$ cat config.mk
export PLATFORM = sky130hd
export DESIGN_NAME = irq_controller
export DESIGN_NICKNAME = d
export VERILOG_FILES = /design/src/rtl/irq_controller.sv
export SDC_FILE = /design/constraint.sdc
export NUM_CORES = 1
export LEC_CHECK = 0
export ABC_AREA = 1
export CORE_UTILIZATION = 40
export CTS_BUF_LIST = sky130_fd_sc_hd__clkbuf_4 sky130_fd_sc_hd__clkbuf_8
export CTS_CLUSTER_DIAMETER = 120
export DETAILED_ROUTE_END_ITERATION = 12
export PLACE_DENSITY = 0.74
export RECOVER_POWER = 25
export SYNTH_ARGS = -nofsm -noshare
export SYNTH_HDL_FRONTEND = slang
export SYNTH_SLANG_ARGS = --single-unit
$ cat constraint.sdc
create_clock -name clock -period 2.5 [get_ports clock]
set_input_delay 0.75 -clock clock [delete_from_list [all_inputs] [get_ports clock]]
set_output_delay 0.75 -clock clock [all_outputs]
set_load 0.1 [all_outputs]
$ cat src/rtl/irq_controller.sv
// irq_controller: memory-mapped interrupt controller for up to NSRC sources.
//
// Rising edges on src latch into pending bits. An enable register masks them,
// and fixed priority arbitration picks the lowest index. A claim/complete
// handshake lets the core service one interrupt at a time. Source i has
// ID i+1, and ID 0 means "none".
//
// Optional feature macro: IRQ_SYNC_EN
//   defined   - each src passes through a 2-flop synchronizer plus a history
//               flop (pending is set two edges after src is first sampled high)
//   undefined - history flop only, for sources already synchronous to clock
//
// Ports:
//   clock    in   single clock, rising edge
//   reset    in   asynchronous, active-high; clears all state
//   src      in   [NSRC-1:0] raw interrupt lines, rising-edge triggered
//   sel      in   bus select for this block (decoded externally)
//   addr     in   [1:0] word offset: 0 PENDING, 1 ENABLE, 2 CLAIM, 3 COMPLETE
//   w_en     in   write strobe, qualified by sel
//   r_en     in   read strobe, qualified by sel
//   w_data   in   [31:0] write data
//   r_data   out  [31:0] read data, combinational from addr and current state
//   int_req  out  registered interrupt request to the core

module irq_controller #(
    parameter int unsigned NSRC = 8
) (
    input  logic            clock,
    input  logic            reset,
    input  logic [NSRC-1:0] src,
    input  logic            sel,
    input  logic [1:0]      addr,
    input  logic            w_en,
    input  logic            r_en,
    input  logic [31:0]     w_data,
    output logic [31:0]     r_data,
    output logic            int_req
);

    localparam int unsigned IDW = 5;
    localparam int unsigned DW  = 32;

    localparam logic [1:0] A_PENDING  = 2'd0;
    localparam logic [1:0] A_ENABLE   = 2'd1;
    localparam logic [1:0] A_CLAIM    = 2'd2;
    localparam logic [1:0] A_COMPLETE = 2'd3;

    typedef enum logic {
        ST_IDLE,
        ST_CLAIMED
    } state_t;

    state_t            state;
    state_t            next_state;
    logic [NSRC-1:0]   pending;
    logic [NSRC-1:0]   next_pending;
    logic [NSRC-1:0]   enable;
    logic [NSRC-1:0]   next_enable;
    logic [IDW-1:0]    in_service;
    logic [IDW-1:0]    next_in_service;
    logic              next_int_req;

    logic [NSRC-1:0]   src_hist;
    logic [NSRC-1:0]   src_rise;
    logic [IDW-1:0]    claim_id;
    logic [NSRC-1:0]   claim_mask;
    logic              bus_rd;
    logic              bus_wr;
    logic              claim_hit;
    logic              complete_hit;

    // Upper write-data bits are meaningful only for wide ENABLE writes.
    logic              unused_w_data;
    assign unused_w_data = ^w_data;

    // Source edge detection
`ifdef IRQ_SYNC_EN
    logic [NSRC-1:0] sync1;
    logic [NSRC-1:0] sync2;

    always_ff @(posedge clock or posedge reset) begin
        if (reset) begin
            sync1    <= '0;
            sync2    <= '0;
            src_hist <= '0;
        end else begin
            sync1    <= src;
            sync2    <= sync1;
            src_hist <= sync2;
        end
    end

    assign src_rise = sync2 & ~src_hist;
`else
    always_ff @(posedge clock or posedge reset) begin
        if (reset) begin
            src_hist <= '0;
        end else begin
            src_hist <= src;
        end
    end

    assign src_rise = src & ~src_hist;
`endif

    // Fixed-priority arbiter: the lowest enabled pending index wins.
    always_comb begin
        claim_id = '0;
        for (int i = int'(NSRC) - 1; i >= 0; i--) begin
            if (pending[i] && enable[i]) begin
                claim_id = IDW'(i + 1);
            end
        end
    end

    assign bus_rd = sel & r_en;
    assign bus_wr = sel & w_en;

    assign claim_hit    = bus_rd && (addr == A_CLAIM) && (state == ST_IDLE)
                          && (claim_id != '0);
    assign complete_hit = bus_wr && (addr == A_COMPLETE) && (state == ST_CLAIMED)
                          && (w_data[IDW-1:0] == in_service);

    // The claim clears its own pending bit; a new edge on the same cycle re-sets it.
    assign claim_mask = claim_hit ? (NSRC'(1) << (claim_id - IDW'(1))) : '0;

    // Next-state and register update logic
    always_comb begin
        next_state      = state;
        next_in_service = in_service;
        next_enable     = enable;
        next_pending    = (pending & ~claim_mask) | src_rise;

        if (bus_wr && (addr == A_ENABLE)) begin
            next_enable = w_data[NSRC-1:0];
        end

        unique case (state)
            ST_IDLE: begin
                if (claim_hit) begin
                    next_state      = ST_CLAIMED;
                    next_in_service = claim_id;
                end
            end
            ST_CLAIMED: begin
                if (complete_hit) begin
                    next_state      = ST_IDLE;
                    next_in_service = '0;
                end
            end
            default: begin
                next_state      = ST_IDLE;
                next_in_service = '0;
            end
        endcase

        next_int_req = (next_state == ST_IDLE) && (|(next_pending & next_enable));
    end

    // State register; int_req reflects the post-edge state directly.
    always_ff @(posedge clock or posedge reset) begin
        if (reset) begin
            state      <= ST_IDLE;
            pending    <= '0;
            enable     <= '0;
            in_service <= '0;
            int_req    <= 1'b0;
        end else begin
            state      <= next_state;
            pending    <= next_pending;
            enable     <= next_enable;
            in_service <= next_in_service;
            int_req    <= next_int_req;
        end
    end

    // Read mux: CLAIM reads 0 while an interrupt is in service.
    always_comb begin
        r_data = '0;
        if (sel) begin
            unique case (addr)
                A_PENDING:  r_data = DW'(pending);
                A_ENABLE:   r_data = DW'(enable);
                A_CLAIM:    r_data = (state == ST_IDLE) ? DW'(claim_id) : '0;
                A_COMPLETE: r_data = '0;
                default:    r_data = '0;
            endcase
        end
    end

endmodule

==> flow_metrics.py <==
metrics = {
    "sta": {
        "rsz0062_at_grt": "true",
        "period_share_pct": 106,
        "final-setup-viol-count": 4,
        "fin_skew_ps": 6.66,
        "hold_violations": 0,
        "fmax_mhz": 378,
        "slew_viol_final": 0,
        "slew_headroom_pct": 49.6,
        "worstMarginPinSlew_ps": 756,
        "setup_ws_ps": -149,
        "fin_setup_tns_ps": -518,
        "period_minus_slack_ps": 2650,
    },
    "clock_tree": {
        "hold_buffers": 0,
        "clkTransAtPathRegs_ps": 60,
        "numCtsBuffers": 5,
        "cts.sinks": 30,
        "cts_tree": "yes",
        "clock-root-buffer": "clkbuf_8",
        "htree_levels": 2,
        "clock_latency_ps": 290,
        "clockBufferDepth": 2,
    },
    "global_routing": {
        "grt_start_max_net_pins": 31,
        "grt_pass1_vias": 1719,
        "grt-ovfl-total": 0,
        "antenna_found_initial": 0,
        "grt_util_all_layers_pct": 20.0,
        "grt_pass1_wl_um": 7820,
    },
    "power": {
        "power.total_mw": 2.18,
        "p_leak_nw": 1.38,
        "powerDensity_nw_per_um2": 762,
        "peakVddDrop_mv": 0.605,
    },
    "route": {
        "drt_iter0_markers": 76,
        "drc": 0,
        "wl_um": 4780,
        "vias": 1795,
        "dr.pass1.iters": 4,
        "ant_nets": 0,
        "post_drt_wl_per_cell_um": 12.2,
        "vias_per_cell": 4.59,
    },
    "finish": {
        "layout-drive-gt1-share_pct": 37.0,
        "n_antenna_cell": 0,
        "n_fill_cell": 405,
        "nNetsFinal": 372,
        "syn_to_final_growth_pct": 45.8,
        "stdcell_count": 391,
    },
    "worst_setup_path": {
        "crit_buf_inv": 2,
        "cp-start-kind": "flop",
        "end_kind": "primary output",
        "crit_family": "simple AND/OR/NAND/NOR gates",
        "crit_path_top_delay_cell": "a2111oi_4",
        "critPathRequiredTime_ps": 1750,
        "setup.worst_path.class": "reg -> out",
        "r2r_slack_ps": 240,
        "worstPathCellList": "nand2_2, nand2_1, nand2_1, nand2_2, nand2_2, nand2_4, nor2_4, inv_2, a2111oi_4, buf_12",
        "max_stage_delay_ps": 420,
        "crit_arrival_ps": 1900,
        "cp_max_fo": 4,
        "cpMostUsedCell": "nand2_2",
    },
    "synth": {
        "syn_inst": 257,
        "synth.cell_area_um2": 1960,
        "synth_top_area_share_pct": 38.4,
        "synth_flop_cell": "dfrtp_1",
        "synthArstFlopShare_pct": 100,
        "ys_ff_latch": 30,
        "synth_area_leader_cell": "dfrtp_1",
        "ys.warnings.count": 0,
        "syn_avg_cell_area_um2": 7.61,
        "post_synth_num_cell_types": 24,
        "ys_top_cells_by_count": "nand2_1, dfrtp_1, inv_1, buf_4, nor2_1",
        "synth_edf_count": 0,
        "yosysMostFrequentCell": "nand2_1",
        "ys_seq_area_share_pct": 38.4,
        "synthTopCellsByArea": "dfrtp_1, nand2_1, buf_4",
    },
    "floorplanning": {
        "ios": 80,
        "core_area_um2": 4720,
        "num_rows": 25,
        "fp.dieW_um": 71.9,
        "initial_core_util_pct": 41.4,
        "dieHeight_um": 71.9,
        "dieArea_um2": 5180,
    },
    "placed_design": {
        "place_congestion": 0.851,
        "hpwl_um": 3560,
        "io_buffers": 31,
        "dp_cells": 364,
    },
    "run_status": {
        "status": "complete, but fails checks",
        "violations": "setup timing",
    },
    "job": {
        "cap_viol_max_count": 0,
    },
    "hold_path": {
        "min_path_type": "reg -> reg",
    },
}
==> worst reg2reg max path: cells and delay by family, from the launching register on <==
kind            cells  cell delay [ps]
compound gates      1               70
simple gates       15             1170
fa+ha+maj           1              210
buf+inv             3              290
flops               1              400
==> timing repair <==
item / CTS / global route
setup buffers: 11 / 8
setup endpoints to repair: 9 / 8
endpoints found under the hold margin: 0 / 0
pin swaps: 7 / 16
gates resized for setup: 17 / 8
==> sequential cells by signal (all words and copies together), names as in the netlist <==
| register | flops |
|---|---|
| state | 1 |
| pending | 8 |
| in_service | 4 |
| int_req | 1 |
| src_hist | 8 |
| enable | 8 |
==> power by group <==
part / total [mW] / switching (mW) / internal (mW)
sequential: 0.646 / 0.0770 / 0.569
combinational: 1.11 / 0.749 / 0.364
clock: 0.415 / 0.183 / 0.232
total: 2.18 / 1.01 / 1.17
==> cells in the final DEF (no fill, tap or decap) <==
| cell | n |
|---|---|
| a21oi_1 | 4 |
| nor3_1 | 3 |
| clkbuf_2 | 1 |
| inv_1 | 26 |
| conb_1 | 24 |
| clkbuf_8 | 6 |
| a2111oi_4 | 3 |
| inv_2 | 6 |
| dfrtp_1 | 30 |
| ha_1 | 2 |
| nand3_2 | 5 |
| nor2_1 | 13 |
| clkinv_2 | 1 |
| nor2_4 | 10 |
| clkbuf_4 | 1 |
| buf_2 | 2 |
| a21oi_4 | 4 |
| dlygate4sd3_1 | 9 |
| o21ai_0 | 6 |
| xor2_1 | 2 |
| nand4_1 | 3 |
| buf_4 | 29 |
| clkdlybuf4s50_1 | 10 |
| buf_12 | 9 |
| nand2_2 | 21 |
| nand2_1 | 65 |
| clkdlybuf4s15_1 | 1 |
| nand3_1 | 6 |
| nand2_4 | 4 |
| mux2_2 | 4 |
| nand3_4 | 1 |
| nor2_2 | 9 |
| inv_4 | 3 |
| a311oi_4 | 1 |
==> logic make-up (layout without fill, tap and decap cells) <==
kind of cell,after synthesis,after routing,share of synthesized area [%]
simple gates,140,140,35.1
buf+inv,60,104,16.5
flops,30,30,38.4
compound gates,18,18,5.37
mux,4,4,2.30
fa+ha+maj,2,2,1.28
xor+xnor,2,2,0.895
other cells,1,24,0.192
==> final timing paths <==
check	to	cells after the start	start
worst min register to register	pending[4]	3	src_hist[4]
worst max register to register	int_req	20	pending[3]
min in group asynchronous	src_hist[5]	3	reset
max in group asynchronous	in_service[0]	3	reset
worst min-delay path	pending[4]	3	src_hist[4]
worst max-delay path	r_data[0]	10	pending[5]
==> cell type report <==
cell class | instances | area (um2) | area share, %
multi-input cells | 190 | 1170 | 41.1
flip-flops and latches | 30 | 751 | 26.3
repair buffers | 61 | 613 | 21.5
inverters | 35 | 139 | 4.87
clock buffers | 7 | 90.1 | 3.16
well taps | 67 | 83.8 | 2.94
clock inverters | 1 | 5.00 | 0.175
==> layer usage <==
layer / global-route usage (%) / routed length (um)
met1: 24.4 / 1970
met2: 33.2 / 2430
met3: 4.31 / 232
met4: 10.7 / 151
met5: 0 / 0
==> stage by stage <==
stage / setup slack, ps / cell area [um2] / utilization [%] / hold WS, ps
6_report: -149 / 2850 / 60.4 / 502
5_1_grt: -237 / 2850 / 60.4 / 533
4_1_cts: -166 / 2780 / 58.8 / 503
3_5_place_dp: -517 / 2580 / 54.7 / 494
3_3_place_gp: -496 / 2580 / 54.7 / 486
2_1_floorplan: -347 / 2210 / - / 473
Power figures use the tool's default switching activity.
